**src/rtl/set_local_unit.sv**
```systemverilog
// set_local_unit: executes set_local / tee_local for a stack-machine core.
// A request is latched, range-checked against the current frame, then one
// operand is popped and written to the locals RAM at frame_base + index.
// tee_local additionally pushes the same value back onto the operand stack.
// Any fault parks the unit in a sticky trap state until reset.
module set_local_unit #(
  parameter int LOCALS_ADDR = 6
) (
  input  logic                   clk,
  input  logic                   reset,
  // request side
  input  logic                   req_valid,
  output logic                   req_ready,
  input  logic                   req_op,
  input  logic [31:0]            req_index,
  input  logic [LOCALS_ADDR-1:0] frame_base,
  input  logic [LOCALS_ADDR:0]   frame_count,
  // operand stack
  input  logic                   stack_empty,
  output logic                   pop_req,
  input  logic                   pop_valid,
  input  logic [63:0]            pop_data,
  input  logic [1:0]             pop_type,
  output logic                   push_req,
  input  logic                   push_ready,
  output logic [63:0]            push_data,
  output logic [1:0]             push_type,
  // locals RAM
  output logic                   mem_we,
  output logic [LOCALS_ADDR-1:0] mem_addr,
  output logic [65:0]            mem_wdata,
  // status
  output logic                   done,
  output logic [3:0]             trap
);

  localparam logic [2:0] S_IDLE  = 3'd0;
  localparam logic [2:0] S_CHECK = 3'd1;
  localparam logic [2:0] S_POP   = 3'd2;
  localparam logic [2:0] S_WRITE = 3'd3;
  localparam logic [2:0] S_PUSH  = 3'd4;
  localparam logic [2:0] S_DONE  = 3'd5;
  localparam logic [2:0] S_TRAP  = 3'd6;

  localparam logic [3:0] TRAP_NONE      = 4'd0;
  localparam logic [3:0] TRAP_UNDERFLOW = 4'd1;
  localparam logic [3:0] TRAP_RANGE     = 4'd2;

  // The index is compared over its full 32 bits, so a huge immediate whose
  // low bits happen to look in range still traps.
  function automatic logic index_out_of_range(input logic [31:0]          idx,
                                              input logic [LOCALS_ADDR:0] cnt);
    return idx >= 32'(cnt);
  endfunction

  // Slot address wraps naturally at the RAM size.
  function automatic logic [LOCALS_ADDR-1:0] local_slot(
      input logic [LOCALS_ADDR-1:0] base,
      input logic [LOCALS_ADDR-1:0] idx_lo);
    return base + idx_lo;
  endfunction

  // control state
  logic [2:0]             state_q,     state_d;
  logic [3:0]             trap_q,      trap_d;
  logic                   pop_req_q,   pop_req_d;
  logic                   mem_we_q,    mem_we_d;
  logic                   push_req_q,  push_req_d;
  logic                   done_q,      done_d;
  logic [LOCALS_ADDR-1:0] mem_addr_q,  mem_addr_d;
  logic [65:0]            mem_wdata_q, mem_wdata_d;
  logic [63:0]            push_data_q, push_data_d;
  logic [1:0]             push_type_q, push_type_d;

  // latched request (data only, never needs clearing)
  logic                   op_q;
  logic [31:0]            index_q;
  logic [LOCALS_ADDR-1:0] base_q;
  logic [LOCALS_ADDR:0]   count_q;
  logic                   latch_en;

  // Next-state and next-output logic; every strobe defaults low so that it
  // is only ever high in the one state that owns it.
  always_comb begin
    state_d     = state_q;
    trap_d      = trap_q;
    pop_req_d   = 1'b0;
    mem_we_d    = 1'b0;
    push_req_d  = 1'b0;
    done_d      = 1'b0;
    mem_addr_d  = mem_addr_q;
    mem_wdata_d = mem_wdata_q;
    push_data_d = push_data_q;
    push_type_d = push_type_q;
    latch_en    = 1'b0;
    case (state_q)
      S_IDLE: begin
        if (req_valid) begin
          latch_en = 1'b1;
          state_d  = S_CHECK;
        end
      end
      S_CHECK: begin
        if (index_out_of_range(index_q, count_q)) begin
          trap_d  = TRAP_RANGE;
          state_d = S_TRAP;
        end else if (stack_empty) begin
          trap_d  = TRAP_UNDERFLOW;
          state_d = S_TRAP;
        end else begin
          pop_req_d = 1'b1;
          state_d   = S_POP;
        end
      end
      S_POP: begin
        if (pop_valid) begin
          // the popped word lands straight in the write-data register and
          // is reused from there for the tee_local push
          mem_we_d    = 1'b1;
          mem_addr_d  = local_slot(base_q, index_q[LOCALS_ADDR-1:0]);
          mem_wdata_d = {pop_type, pop_data};
          state_d     = S_WRITE;
        end else begin
          pop_req_d = 1'b1;
        end
      end
      S_WRITE: begin
        if (op_q) begin
          push_req_d  = 1'b1;
          push_data_d = mem_wdata_q[63:0];
          push_type_d = mem_wdata_q[65:64];
          state_d     = S_PUSH;
        end else begin
          done_d  = 1'b1;
          state_d = S_DONE;
        end
      end
      S_PUSH: begin
        if (push_ready) begin
          done_d  = 1'b1;
          state_d = S_DONE;
        end else begin
          push_req_d = 1'b1;
        end
      end
      S_DONE: begin
        state_d = S_IDLE;
      end
      S_TRAP: begin
        state_d = S_TRAP;
      end
      default: begin
        state_d = S_IDLE;
      end
    endcase
  end

  // Control and output registers; reset abandons any request in flight.
  always_ff @(posedge clk or posedge reset) begin
    if (reset) begin
      state_q     <= S_IDLE;
      trap_q      <= TRAP_NONE;
      pop_req_q   <= 1'b0;
      mem_we_q    <= 1'b0;
      push_req_q  <= 1'b0;
      done_q      <= 1'b0;
      mem_addr_q  <= '0;
      mem_wdata_q <= '0;
      push_data_q <= '0;
      push_type_q <= '0;
    end else begin
      state_q     <= state_d;
      trap_q      <= trap_d;
      pop_req_q   <= pop_req_d;
      mem_we_q    <= mem_we_d;
      push_req_q  <= push_req_d;
      done_q      <= done_d;
      mem_addr_q  <= mem_addr_d;
      mem_wdata_q <= mem_wdata_d;
      push_data_q <= push_data_d;
      push_type_q <= push_type_d;
    end
  end

  // Request fields are captured on acceptance and held for the operation.
  always_ff @(posedge clk) begin
    if (latch_en) begin
      op_q    <= req_op;
      index_q <= req_index;
      base_q  <= frame_base;
      count_q <= frame_count;
    end
  end

  // Ready follows the idle state but is forced low while reset is held.
  assign req_ready = (state_q == S_IDLE) && !reset;

  assign pop_req   = pop_req_q;
  assign mem_we    = mem_we_q;
  assign push_req  = push_req_q;
  assign done      = done_q;
  assign trap      = trap_q;
  assign mem_addr  = mem_addr_q;
  assign mem_wdata = mem_wdata_q;
  assign push_data = push_data_q;
  assign push_type = push_type_q;

endmodule

```
**config.mk**
```make
export PLATFORM = sky130hd
export DESIGN_NAME = set_local_unit
export DESIGN_NICKNAME = d
export VERILOG_FILES = /design/src/rtl/set_local_unit.sv
export SDC_FILE = /design/constraint.sdc
export NUM_CORES = 1
export LEC_CHECK = 0
export BUFFER_PORTS_ARGS = -buffer_cell sky130_fd_sc_hd__buf_2
export CAP_MARGIN = 30
export CORE_MARGIN = 2
export CORE_UTILIZATION = 53
export CTS_CLUSTER_SIZE = 25
export DETAILED_ROUTE_END_ITERATION = 8
export MAX_ROUTING_LAYER = met4
export PLACE_DENSITY = 0.86
export SLEW_MARGIN = 20
export SYNTH_ARGS = -nofsm -noshare
export SYNTH_HDL_FRONTEND = slang
export SYNTH_SLANG_ARGS = --single-unit
```
**constraint.sdc**
```tcl
create_clock -name clk -period 13.4 [get_ports clk]
set_input_delay 2.68 -clock clk [delete_from_list [all_inputs] [get_ports clk]]
set_output_delay 2.68 -clock clk [all_outputs]
set_load 0.03 [all_outputs]
```
== Word level (Yosys, flattened, before mapping) ==
Index checks and enable logic that the tools add are counted.

* Memory bits (writable): 0
* Bits of input ports: 118
* Flip-flop bits (word level): 195
* Memories: 0
* Word-level logic and storage cells: 55
* Output and inout bits: 147
* Latch bits: 0
* Bits in read-only memories: 0

* Bitwise operators: 0
* Multiplexer cells: 23
* Add/sub/neg operators: 1
* Equality and inequality tests: 8
* Div/mod/pow operators: 0
* Shift-type cells: 0
* Multiply operators: 0
* Magnitude comparators: 1
* Reduce and logical (&&, ||, !) cells: 8

{| class="wikitable"
|+ Operators with widths
! kind !! count
|-
| 32-bit by 7-bit >= comparator with 1-bit output || 1
|-
| 3-bit one-hot mux with 6 select lines || 1
|-
| 3-bit 2-to-1 mux || 5
|-
| 1-bit 2-to-1 mux || 12
|-
| 4-bit 2-to-1 mux || 2
|-
| 6-bit adder || 1
|-
| 3-bit by 2-bit equality test with 1-bit output (second input constant) || 2
|-
| 3-bit equality test (second input constant) || 2
|-
| 2-bit inequality test (second input constant) || 3
|-
| 1-bit one-hot mux with 2 select lines || 3
|-
| 2-bit AND reduction || 3
|-
| 3-bit by 1-bit equality test with 1-bit output (second input constant) || 1
|-
| 3-bit logical NOT || 1
|-
| 3-bit AND reduction || 1
|-
| 2-bit nonzero test || 1
|-
| 1-bit logical AND || 1
|-
| 1-bit logical NOT || 1
|}

== Logic depth before layout (Yosys ltp) ==
Gate-level depths: netlist of the first run.

* Depth in word-level cells: 3
* Depth in mapped cells: 8

== Worst setup path before layout of the first run ==
OpenSTA, ideal clock, no wires.

* Path kind: input to register
* Start: input req_valid
* End: register base_q[0], enable pin
* Setup time: 580 ps
* Cell stages on the path: 1
* Arrival: 7382 ps
* Path buffers: 0
* Setup slack: 5438 ps
* Cells stage by stage: nor4b_1

* Word-level cells in the longest chain between the ends: 2

{| class="wikitable"
|+ RTL lines
! item !! RTL line !! source
|-
| start, declared || 12 || <nowiki>input logic req_valid,</nowiki>
|-
| 1-bit 2-to-1 mux || 98 || <nowiki>if (req_valid) begin</nowiki>
|-
| 1-bit 2-to-1 mux || 96 || <nowiki>case (state_q)</nowiki>
|-
| end signal, assigned || 190 || <nowiki>base_q <= frame_base;</nowiki>
|-
| end, declared || 78 || <nowiki>logic [LOCALS_ADDR-1:0] base_q;</nowiki>
|}

No other way between the ends.
A chain may end at the register's enable or synchronous reset.

== Final worst setup path of the first run ==
* Start: input reset
* End: output req_ready

* Word-level cells in the longest chain between the ends: 2

{| class="wikitable"
|+ RTL lines
! item !! RTL line !! source
|-
| start, declared || 10 || <nowiki>input logic reset,</nowiki>
|-
| 1-bit logical NOT || 196 || <nowiki>assign req_ready = (state_q == S_IDLE) && !reset;</nowiki>
|-
| 1-bit logical AND || 196 ||
|-
| end, declared || 13 || <nowiki>output logic req_ready,</nowiki>
|}

No other way between the ends.

==> results of run 1 <==
## how the worst max path moves through the flow
stage,cells after the start,to,from,slack [ns]
after global placement,3,req_ready,reset,7.50
after CTS,3,req_ready,reset,7.45
after global routing,3,req_ready,reset,7.39
final,3,req_ready,reset,7.47
after floorplan,1,base_q[0],req_valid,5.44
after detailed placement,3,req_ready,reset,7.46
## worst max-delay path, delay by kind of cell
kind / cells / cell delay, ns
simple gates: 1 / 0.19
buf+inv: 2 / 0.38
## kinds of logic after synthesis
group                    after synthesis
other                                  1
AND/OR/NAND/NOR                       29
multiplexers                         136
XOR/XNOR                               5
adder cells (fa/ha/maj)               13
AO/OA/AOI/OAI                         28
flip-flops                           193
buffers and inverters                 33
## Yosys cell counts
cell type	n	area [sq um]
mux2_1	33	372
nand4_1	1	6.26
o21bai_1	1	7.51
xor2_1	1	8.76
buf_4	8	60.1
a21oi_1	6	30.0
o21ai_0	6	30.0
nand2b_1	3	18.8
ha_1	12	150
conb_1	1	3.75
o211ai_1	1	7.51
dfrtp_1	147	3680
o22ai_1	1	6.26
nor4b_1	1	8.76
nand2b_4	1	13.8
a22o_1	2	17.5
mux2_2	103	1160
xnor2_1	4	35.0
nand2_1	4	15.0
inv_1	13	48.8
o21a_1	1	7.51
fa_1	1	20.0
nor2_1	7	26.3
edfxtp_1	46	1380
or3_1	1	6.26
nand4b_4	1	23.8
a211oi_1	6	45.0
a21o_1	3	22.5
buf_6	5	56.3
o41ai_1	1	8.76
buf_2	7	35.0
nand3_1	2	10.0
nor3b_4	1	18.8
nor4_1	7	43.8
## power groups by stage
| stage | Sequential [W] | Clock, W | Combinational (W) |
|---|---|---|---|
| finish | 0.000988 | 0.000477 | 0.000994 |
| global route | 0.00102 | 0.000512 | 0.00105 |
| CTS | 0.000990 | 0.000484 | 0.00100 |
| detailed placement | 0.00100 | 0 | 0.00100 |
| global placement | 0.000977 | 0 | 0.000977 |
| floorplan | 0.00138 | 0 | 0.000298 |
## area by class of cell
class	count	area, sq um	share of cell area [%]
Sequential cell	193	5060	53.7
Multi-Input combinational cell	213	2130	22.6
Timing Repair Buffer	268	1390	14.7
Clock buffer	18	429	4.56
Tap cell	180	225	2.39
Clock inverter	14	131	1.39
Inverter	13	53.8	0.571
## routing by layer
metal	up-vias	GRT usage [%]	wire length [um]
met5	-	-	0
met4	0	7.11	235
met3	22	5.38	1070
met2	184	36.8	8070
met1	2239	23.4	5830
li1	2116	-	-
## flip-flops by register name, indices dropped and copies added (netlist names)
register	count
push_req	1
mem_addr	6
done	1
index_q	32
pop_req	1
count_q	7
trap	2
push_data	64
op_q	1
push_type	2
state_q	3
mem_wdata	66
base_q	6
mem_we	1
## through the flow
stage          worst slack [ns]  instance area (sq um)  hold slack (ns)  instances
2_1_floorplan              5.44                   7390            0.533        439
3_3_place_gp               7.50                   8810            0.463        865
3_5_place_dp               7.46                   8810            0.471        865
4_1_cts                    7.45                   9370            0.489        897
5_1_grt                    7.39                   9420            0.515        899
6_report                   7.47                   9420            0.484        899
==> results.tsv, run 1 <==
stage	metric	value	unit
floorplanning	# IOs	265	
flow_run	MaxCap Viol Count	0	
synth	post-synthesis xor/xnor area fraction	0.593	%
detailed_routing	Via density	5.07	
synth	simple-gate share of the synthesized area	2.59	%
power_and_ir_drop	switching share of total power	41.3	%
synth	count of different cell masters after synthesis	34	
timing	Tmin final	5.93	ns
detailed_routing	# DRC	0	
power_and_ir_drop	LEAKAGE	4.61	nW
timing	Hold Violations, Final	0	
finish	Area growth syn-to-layout	27.6	%
timing	RSZ-0062 raised after global routing	no	
timing	relative slew slack	58.8	%
grt	initial antenna violation count	0	
synth	sequential area share after synthesis	68.5	%
grt	GR Overflow Total	0	
finish	Final Util	68.7	%
finish	most frequent cells in the layout	buf_2 (262), dfrtp_1 (147), mux2_2 (103)	
setup_path	worst reg-to-reg path cell count	5	
synth	Netlist Area Pre-Place	0.00738	sq mm
hold_path	Hold Path Sink	mem_addr[0]	
clock_tree	Clk pin slew, worst setup/hold paths	0.07	ns
finish	Fillers	940	
synth	Yosys reg bits	193	
grt	first-pass GRT wire length	23.1	mm
clock_tree	setup bufs post-CTS	0	
power_and_ir_drop	Int Pwr	0.00145	W
synth	compound-gate portion of the synthesized area	2.47	%
timing	period utilization	44.3	%
setup_path	RR Startpoint	state_q[0]	
floorplanning	width of the chip	122	um
floorplanning	Starting Density	53.8	%
setup_path	Req. time, crit path	10.72	ns
timing	f_max	0.169	GHz
detailed_routing	Pre-Repair DR Iteration Count	4	
setup_path	Critical Path Slowest Stage Cell	buf_2	
synth	Mean Syn Cell Area	16.9	sq um
detailed_routing	Avg WL per Cell	16.9	um
finish	most common cell after layout, fill and taps aside	buf_2	
timing	Clock Skews	0.00641	ns
setup_path	worst-path cell chain	buf_2 -> nor4_1 -> buf_2	
timing	max-slew violations	0	
clock_tree	Clock Latency Late Sink	0.42	ns
clock_tree	Clock Sinks	193	
synth	main combinational cell family by area after synthesis	multiplexers	
detailed_routing	DR iter-0 viols	225	
synth	Synth Warn #	0	
outcome	outcome	completed	
hold_path	hold path startpoint	mem_addr[0]	
power_and_ir_drop	combinational share of power	40.4	%
finish	share of cells above drive strength 1	56.5	%
power_and_ir_drop	Reg power frac	40.2	%
clock_tree	clock buffer depth	2	
floorplanning	CORE AREA	0.0137	sq mm
setup_path	Most common cell on crit path	buf_2	
timing	TNS Setup	0	ns
power_and_ir_drop	Clock Power Share	19.4	%
timing	Worst Max-Slew Pin Slew	0.618	ns
floorplanning	Die H	122	um
detailed_routing	routed vias	4561	
clock_tree	number of H-tree levels	4	
place	dpl hpwl	11.0	mm
detailed_routing	drt total wl	15.2	mm
power_and_ir_drop	PD cells	261	mW/mm^2
synth	adder-cell area share of the yosys netlist	2.30	%
power_and_ir_drop	Max rail drop VDD	0.116	mV
grt	largest net degree at the start of global routing	79	
place	Final GP Congestion	0.773	
setup_path	critical path endpoint category	output pin	
setup_path	max incr delay on CP	0.25	ns
power_and_ir_drop	switching pwr	0.00101	W
finish	nets	837	
hold_path	hold crit path type	reg -> reg	
clock_tree	post_cts resized	0	
floorplanning	die area	0.0149	sq mm
clock_tree	CTS Buf Count	17	
detailed_routing	DRT antenna net count	0	
power_and_ir_drop	Final Total Pwr	0.00246	W
place	Buffers on Ports	262	
floorplanning	row cnt	43	
hold_path	Worst Hold Path Cells	1	
grt	Total GRT Usage	21.0	%
setup_path	Crit Path Class	in -> out	
clock_tree	cell chosen for the clock root	clkbuf_16	
setup_path	Worst R2R End	mem_wdata[57]	
clock_tree	CTS tree	done	
synth	Synth Instances	438	
setup_path	R2R setup slack	11.17	ns
setup_path	worst-path fanout max	2	
setup_path	CP startpoint kind	input port	
setup_path	CP arrival	3.25	ns
finish	n_diodes	0	
synth	post-synthesis mux area share	20.7	%
grt	vias in the first global route	4649	
clock_tree	cts hold-fix bufs	0	
timing	Final Setup Violations	0	
No activity file was read; power rests on OpenSTA's default activity.
==> run 2: changes to the inputs <==
Settings changed: CORE_UTILIZATION 53 to 49, PLACE_DENSITY 0.86 to 0.81.
Clock period 13.4 ns to 6.2 ns, I/O delays scaled along.
==> run 2 against run 1 <==
Net effect:
- global-route usage down 0.55 points
- first-iteration DRC count shrank 30%
- worst setup slack worse by 4.4 ns
- final cell count up 0.22%
- clock skew increased by 0.00089 ns
- total power increased by 120%
- combinational power increased by 120%
- final area increased by 0.35%
- sequential share of layout area shrank 0.18 points
- register-to-register slack lost 7.2 ns
- flip-flop and latch count stayed put
- largest cell class unchanged
==> results.tsv, run 2 (synthesis results as in run 1) <==
stage	metric	value	unit	change
outcome	outcome	completed		unchanged
finish	Fillers	1059		was 940
floorplanning	Die H	127	um	was 122 um
timing	max-slew violations	0		unchanged
clock_tree	cts hold-fix bufs	0		unchanged
timing	RSZ-0062 raised after global routing	no		unchanged
finish	share of cells above drive strength 1	56.5	%	about the same
setup_path	critical path endpoint category	output pin		unchanged
floorplanning	CORE AREA	0.0146	sq mm	was 0.0137 sq mm
clock_tree	cell chosen for the clock root	clkbuf_16		unchanged
flow_run	MaxCap Viol Count	0		unchanged
finish	Non-Filler Instances	901		was 899
finish	max reg flops	66		unchanged
setup_path	Worst Setup EP	req_ready		unchanged
floorplanning	width of the chip	127	um	was 122 um
finish	nets	836		was 837
timing	Worst Max-Slew Pin Slew	0.834	ns	was 0.618 ns
setup_path	Critical Path Start	reset		unchanged
clock_tree	clock buffer depth	2		unchanged
clock_tree	Clock Sinks	193		unchanged
setup_path	worst-path fanout max	2		unchanged
detailed_routing	drt total wl	15.6	mm	was 15.2 mm
grt	initial antenna violation count	0		unchanged
clock_tree	setup bufs post-CTS	0		unchanged
floorplanning	# IOs	265		unchanged
place	Buffers on Ports	262		unchanged
power_and_ir_drop	PD cells	572	mW/mm^2	was 261 mW/mm^2
floorplanning	Starting Density	50.4	%	was 53.8%
finish	n_diodes	0		unchanged
clock_tree	number of H-tree levels	4		unchanged
setup_path	Worst R2R End	pop_req		was mem_wdata[57]
clock_tree	Clock Latency Late Sink	0.42	ns	about the same
place	placed cell count	869		was 865
timing	Hold Violations, Final	0		unchanged
detailed_routing	DR iter-0 viols	158		was 225
grt	Total GRT Usage	20.5	%	was 21.0%
setup_path	CP arrival	1.89	ns	was 3.25 ns
setup_path	worst reg-to-reg path cell count	6		was 5
timing	TNS Setup	0	ns	unchanged
place	dpl hpwl	11.2	mm	was 11.0 mm
place	Final GP Congestion	0.842		was 0.773
clock_tree	CTS tree	done		unchanged
grt	vias in the first global route	4929		was 4649
detailed_routing	Via density	5.10		was 5.07
clock_tree	post_cts resized	0		unchanged
grt	first-pass GRT wire length	24.7	mm	was 23.1 mm
grt	GR Overflow Total	0		unchanged
hold_path	hold crit path type	reg -> reg		unchanged
detailed_routing	DRT antenna net count	0		unchanged
detailed_routing	Avg WL per Cell	17.3	um	was 16.9 um
setup_path	RR Startpoint	index_q[6]		was state_q[0]
finish	most frequent cells in the layout	buf_2 (262), dfrtp_1 (147), mux2_2 (103)		unchanged
timing	Clock Skews	0.00730	ns	was 0.00641 ns
power_and_ir_drop	LEAKAGE	4.64	nW	was 4.61 nW
grt	largest net degree at the start of global routing	83		was 79
floorplanning	row cnt	44		was 43
setup_path	Crit Path Class	in -> out		unchanged
setup_path	CP startpoint kind	input port		unchanged
timing	Hold WS	0.480	ns	was 0.484 ns
setup_path	Req. time, crit path	4.96	ns	was 10.72 ns
timing	Final Setup Violations	0		unchanged
power_and_ir_drop	Max rail drop VDD	0.216	mV	was 0.116 mV
timing	period utilization	50.4	%	
detailed_routing	Pre-Repair DR Iteration Count	6		was 4
timing	f_max	0.320	GHz	
timing	Tmin final	3.13	ns	
finish	Final Util	64.6	%	was 68.7%
finish	Area growth syn-to-layout	28.0	%	was 27.6%
clock_tree	Clk pin slew, worst setup/hold paths	0.06	ns	was 0.07 ns
timing	relative slew slack	44.4	%	was 58.8%
floorplanning	die area	0.0161	sq mm	was 0.0149 sq mm
detailed_routing	routed vias	4592		was 4561
finish	most common cell after layout, fill and taps aside	buf_2		unchanged
clock_tree	CTS Buf Count	17		unchanged
setup_path	R2R setup slack	3.93	ns	was 11.17 ns
detailed_routing	# DRC	0		unchanged
## run 2: cell types whose count changed in the layout (fill, tap and decap cells not counted), sizes merged
| cell | delta |
|---|---|
| buf | -1 |
| bufinv | +2 |
| clkbuf | +4 |
| clkinv | -1 |
| clkinvlp | -3 |
| inv | -3 |
## run 2: metal layers
layer | part of all wire, % | GRT usage (%) | wire [um]
met5 | 0 | - | 0
met4 | 2.2 | 7.89 | 349
met3 | 6.2 | 4.98 | 967
met2 | 53 | 35.8 | 8230
met1 | 39 | 22.7 | 6060
## run 2: worst min-delay path by stage
stage	cells after the start	end	start
3_3_place_gp	1	mem_addr[0]	mem_addr[0]
6_report	1	mem_addr[0]	mem_addr[0]
4_1_cts	1	mem_addr[0]	mem_addr[0]
3_5_place_dp	1	mem_addr[0]	mem_addr[0]
2_1_floorplan	2	state_q[1]	state_q[1]
5_1_grt	1	mem_addr[0]	mem_addr[0]
## run 2: power by group
part	total [W]	internal [W]	switching [W]	leakage (nW)
sequential	0.00215	0.00182	0.000328	2.25
clock	0.00111	0.000669	0.000441	0.300
combinational	0.00215	0.000741	0.00141	2.08
total	0.00541	0.00323	0.00218	4.64
## run 2: worst max-delay path: stages
cell and delay (ns):
buf_2 0.13, nor4_1 0.25, buf_2 0.26
## run 2: per-stage QoR
step	worst slack, ns	total power (W)	cell area, sq um
after detailed placement	3.12	0.00433	8830
after CTS	3.11	0.00545	9430
after global routing	3.07	0.00567	9450
after floorplan	1.01	0.00363	7390
final	3.07	0.00541	9450
after global placement	3.19	0.00424	8830
## run 2: area by class of cell
class                   count  area [sq um]  share of cell area, %
inverters                  13          53.8                  0.569
clock inverters             9           129                   1.36
well taps                 184           230                   2.44
flip-flops and latches    193          5060                   53.5
multi-input cells         213          2140                   22.7
clock buffers              22           478                   5.06
repair buffers            267          1360                   14.4
==> run 3: changes to the inputs <==
Clock period 6.2 ns to 2.9 ns, I/O delays scaled along.
==> run 3 against run 2 <==
Net effect:
- worst setup slack lost 2.3 ns
- largest cell class unchanged
- highest routed layer unchanged
- largest power group unchanged
- sequential share of layout area shrank 0.12 points
- register-to-register slack lost 3.1 ns
- global-route usage shrank 1.1 points
==> results.tsv, run 3 (synthesis results as in run 1) <==
stage	metric	value	unit	change
setup_path	worst-path cell chain	nor4_1 -> buf_2		was buf_2 -> nor4_1 -> buf_2
timing	max-slew violations	0		unchanged
floorplanning	CORE AREA	0.0146	sq mm	unchanged
finish	Area growth syn-to-layout	28.3	%	was 28.0%
clock_tree	post_cts resized	0		unchanged
grt	vias in the first global route	4725		was 4929
timing	period utilization	73.2	%	
power_and_ir_drop	Max rail drop VDD	0.482	mV	was 0.216 mV
outcome	outcome	completed		unchanged
timing	TNS Setup	0	ns	unchanged
finish	most common cell after layout, fill and taps aside	buf_2		unchanged
timing	Clock Skews	0.0121	ns	was 0.00730 ns
timing	f_max	0.471	GHz	
detailed_routing	Pre-Repair DR Iteration Count	4		was 6
timing	Tmin final	2.12	ns	
setup_path	worst-path fanout max	11		was 2
timing	Final WS setup	0.778	ns	was 3.07 ns
clock_tree	CTS tree	done		unchanged
power_and_ir_drop	Clock Power Share	20.2	%	was 20.5%
clock_tree	clock buffer depth	2		unchanged
power_and_ir_drop	LEAKAGE	4.64	nW	about the same
finish	most frequent cells in the layout	buf_2 (262), dfrtp_1 (147), mux2_2 (103)		unchanged
setup_path	delay-heaviest family, CP	flip-flops		was buffers and inverters
setup_path	CP startpoint kind	flip-flop		was input port
setup_path	RR Startpoint	state_q[1]		was index_q[6]
floorplanning	width of the chip	127	um	unchanged
power_and_ir_drop	Reg power frac	39.9	%	was 39.8%
power_and_ir_drop	switching pwr	0.00460	W	was 0.00218 W
timing	RSZ-0062 raised after global routing	no		unchanged
power_and_ir_drop	Int Pwr	0.00686	W	was 0.00323 W
grt	first-pass GRT wire length	23.3	mm	was 24.7 mm
setup_path	Critical Path Start	state_q[1]		was reset
place	Final GP Congestion	0.822		was 0.842
floorplanning	Starting Density	50.4	%	unchanged
finish	nets	837		was 836
setup_path	Req. time, crit path	2.32	ns	was 4.96 ns
detailed_routing	Avg WL per Cell	16.7	um	was 17.3 um
grt	initial antenna violation count	0		unchanged
timing	relative slew slack	61.4	%	was 44.4%
detailed_routing	# DRC	0		unchanged
grt	largest net degree at the start of global routing	80		was 83
setup_path	critical path endpoint category	output pin		unchanged
power_and_ir_drop	switching share of total power	40.1	%	was 40.2%
clock_tree	setup bufs post-CTS	0		unchanged
power_and_ir_drop	combinational share of power	39.9	%	was 39.7%
finish	n_diodes	0		unchanged
setup_path	CP arrival	1.54	ns	was 1.89 ns
place	dpl hpwl	11.0	mm	was 11.2 mm
setup_path	Critical path buffers and inverters	1		was 2
clock_tree	cts hold-fix bufs	0		unchanged
place	dpl ws	0.866	ns	was 3.12 ns
floorplanning	row cnt	44		unchanged
setup_path	Crit Path Class	reg -> out		was in -> out
finish	Final Util	64.7	%	was 64.6%
clock_tree	Clock Sinks	193		unchanged
setup_path	Critical Path Slowest Stage Cell	dfrtp_1		was buf_2
place	Buffers on Ports	262		unchanged
floorplanning	Die H	127	um	unchanged
clock_tree	CTS Buf Count	17		unchanged
timing	Hold Violations, Final	0		unchanged
detailed_routing	drt total wl	15.0	mm	was 15.6 mm
grt	GR Overflow Total	0		unchanged
hold_path	hold crit path type	in -> async		was reg -> reg
clock_tree	number of H-tree levels	4		unchanged
detailed_routing	routed vias	4568		was 4592
power_and_ir_drop	PD cells	1210	mW/mm^2	was 572 mW/mm^2
clock_tree	cell chosen for the clock root	clkbuf_16		unchanged
grt	Total GRT Usage	19.4	%	was 20.5%
detailed_routing	DRT antenna net count	0		unchanged
clock_tree	Clock Latency Late Sink	0.42	ns	about the same
floorplanning	die area	0.0161	sq mm	unchanged
timing	Worst Max-Slew Pin Slew	0.579	ns	was 0.834 ns
detailed_routing	DR iter-0 viols	168		was 158
flow_run	MaxCap Viol Count	0		unchanged
timing	Final Setup Violations	0		unchanged
timing	Hold WS	0.140	ns	was 0.480 ns
finish	max reg flops	66		unchanged
floorplanning	# IOs	265		unchanged
clock_tree	Clk pin slew, worst setup/hold paths	0.06	ns	about the same
setup_path	max incr delay on CP	0.55	ns	was 0.26 ns
finish	share of cells above drive strength 1	56.5	%	about the same
detailed_routing	Via density	5.06		was 5.10
[run 3: cell types whose count changed in the layout (fill, tap and decap cells not counted)]
cell	previous run	this run
clkinv_4	1	2
inv_6	1	0
clkinvlp_4	1	3
inv_4	2	0
bufinv_16	3	2
buf_12	1	3
clkbuf_8	3	2
clkbuf_2	0	1
buf_4	4	3
clkbuf_16	17	18
[run 3: metal layers]
layer / GRT usage, % / wire (um) / vias to the layer above / part of all wire [%]
met5: - / 0 / - / 0
met4: 7.11 / 237 / 0 / 1.6
met3: 5.31 / 934 / 16 / 6.2
met2: 32.8 / 7930 / 160 / 53
met1: 22.3 / 5920 / 2282 / 39
li1: - / - / 2110 / -
[run 3: final timing paths]
check | slack [ns] | endpoint | cells past startpoint
hold reg to reg | 0.48 | mem_addr[0] | 1
hold / removal | 0.14 | mem_wdata[44] | 2
setup reg to reg | 0.86 | mem_wdata[53] | 4
min in group clk | 0.33 | index_q[15] | 1
max in group asynchronous | 2.07 | mem_wdata[18] | 3
setup / recovery | 0.78 | req_ready | 2
[run 3: power groups by stage]
stage                     registers, W  logic [W]  clock network, W
after floorplan                0.00637    0.00139                 0
after global placement         0.00453    0.00453                 0
after detailed placement       0.00463    0.00461                 0
after CTS                      0.00458    0.00463           0.00236
after global routing           0.00473    0.00482           0.00249
final                          0.00457    0.00457           0.00231
[run 3: cell type report]
class	count	area [sq um]
inverter	13	52.6
tap	184	230
clock buffer	23	494
sequential	193	5060
multi-input combinational	213	2140
timing repair buffer	268	1390
fill	1069	5170
clock inverter	8	103
[run 3: metrics by stage]
step	power (W)	std cells	cell area [sq um]
2_1_floorplan	0.00776	439	7410
3_3_place_gp	0.00906	871	8880
3_5_place_dp	0.00924	871	8880
4_1_cts	0.0116	902	9480
5_1_grt	0.0120	902	9480
6_report	0.0115	902	9480
[run 3: worst reg2reg max path: stages, from the launching register on]
cell      delay [ns]
dfrtp_1         0.64
nand2b_4        0.12
nor3b_4         0.21
buf_4           0.50
mux2_2          0.45
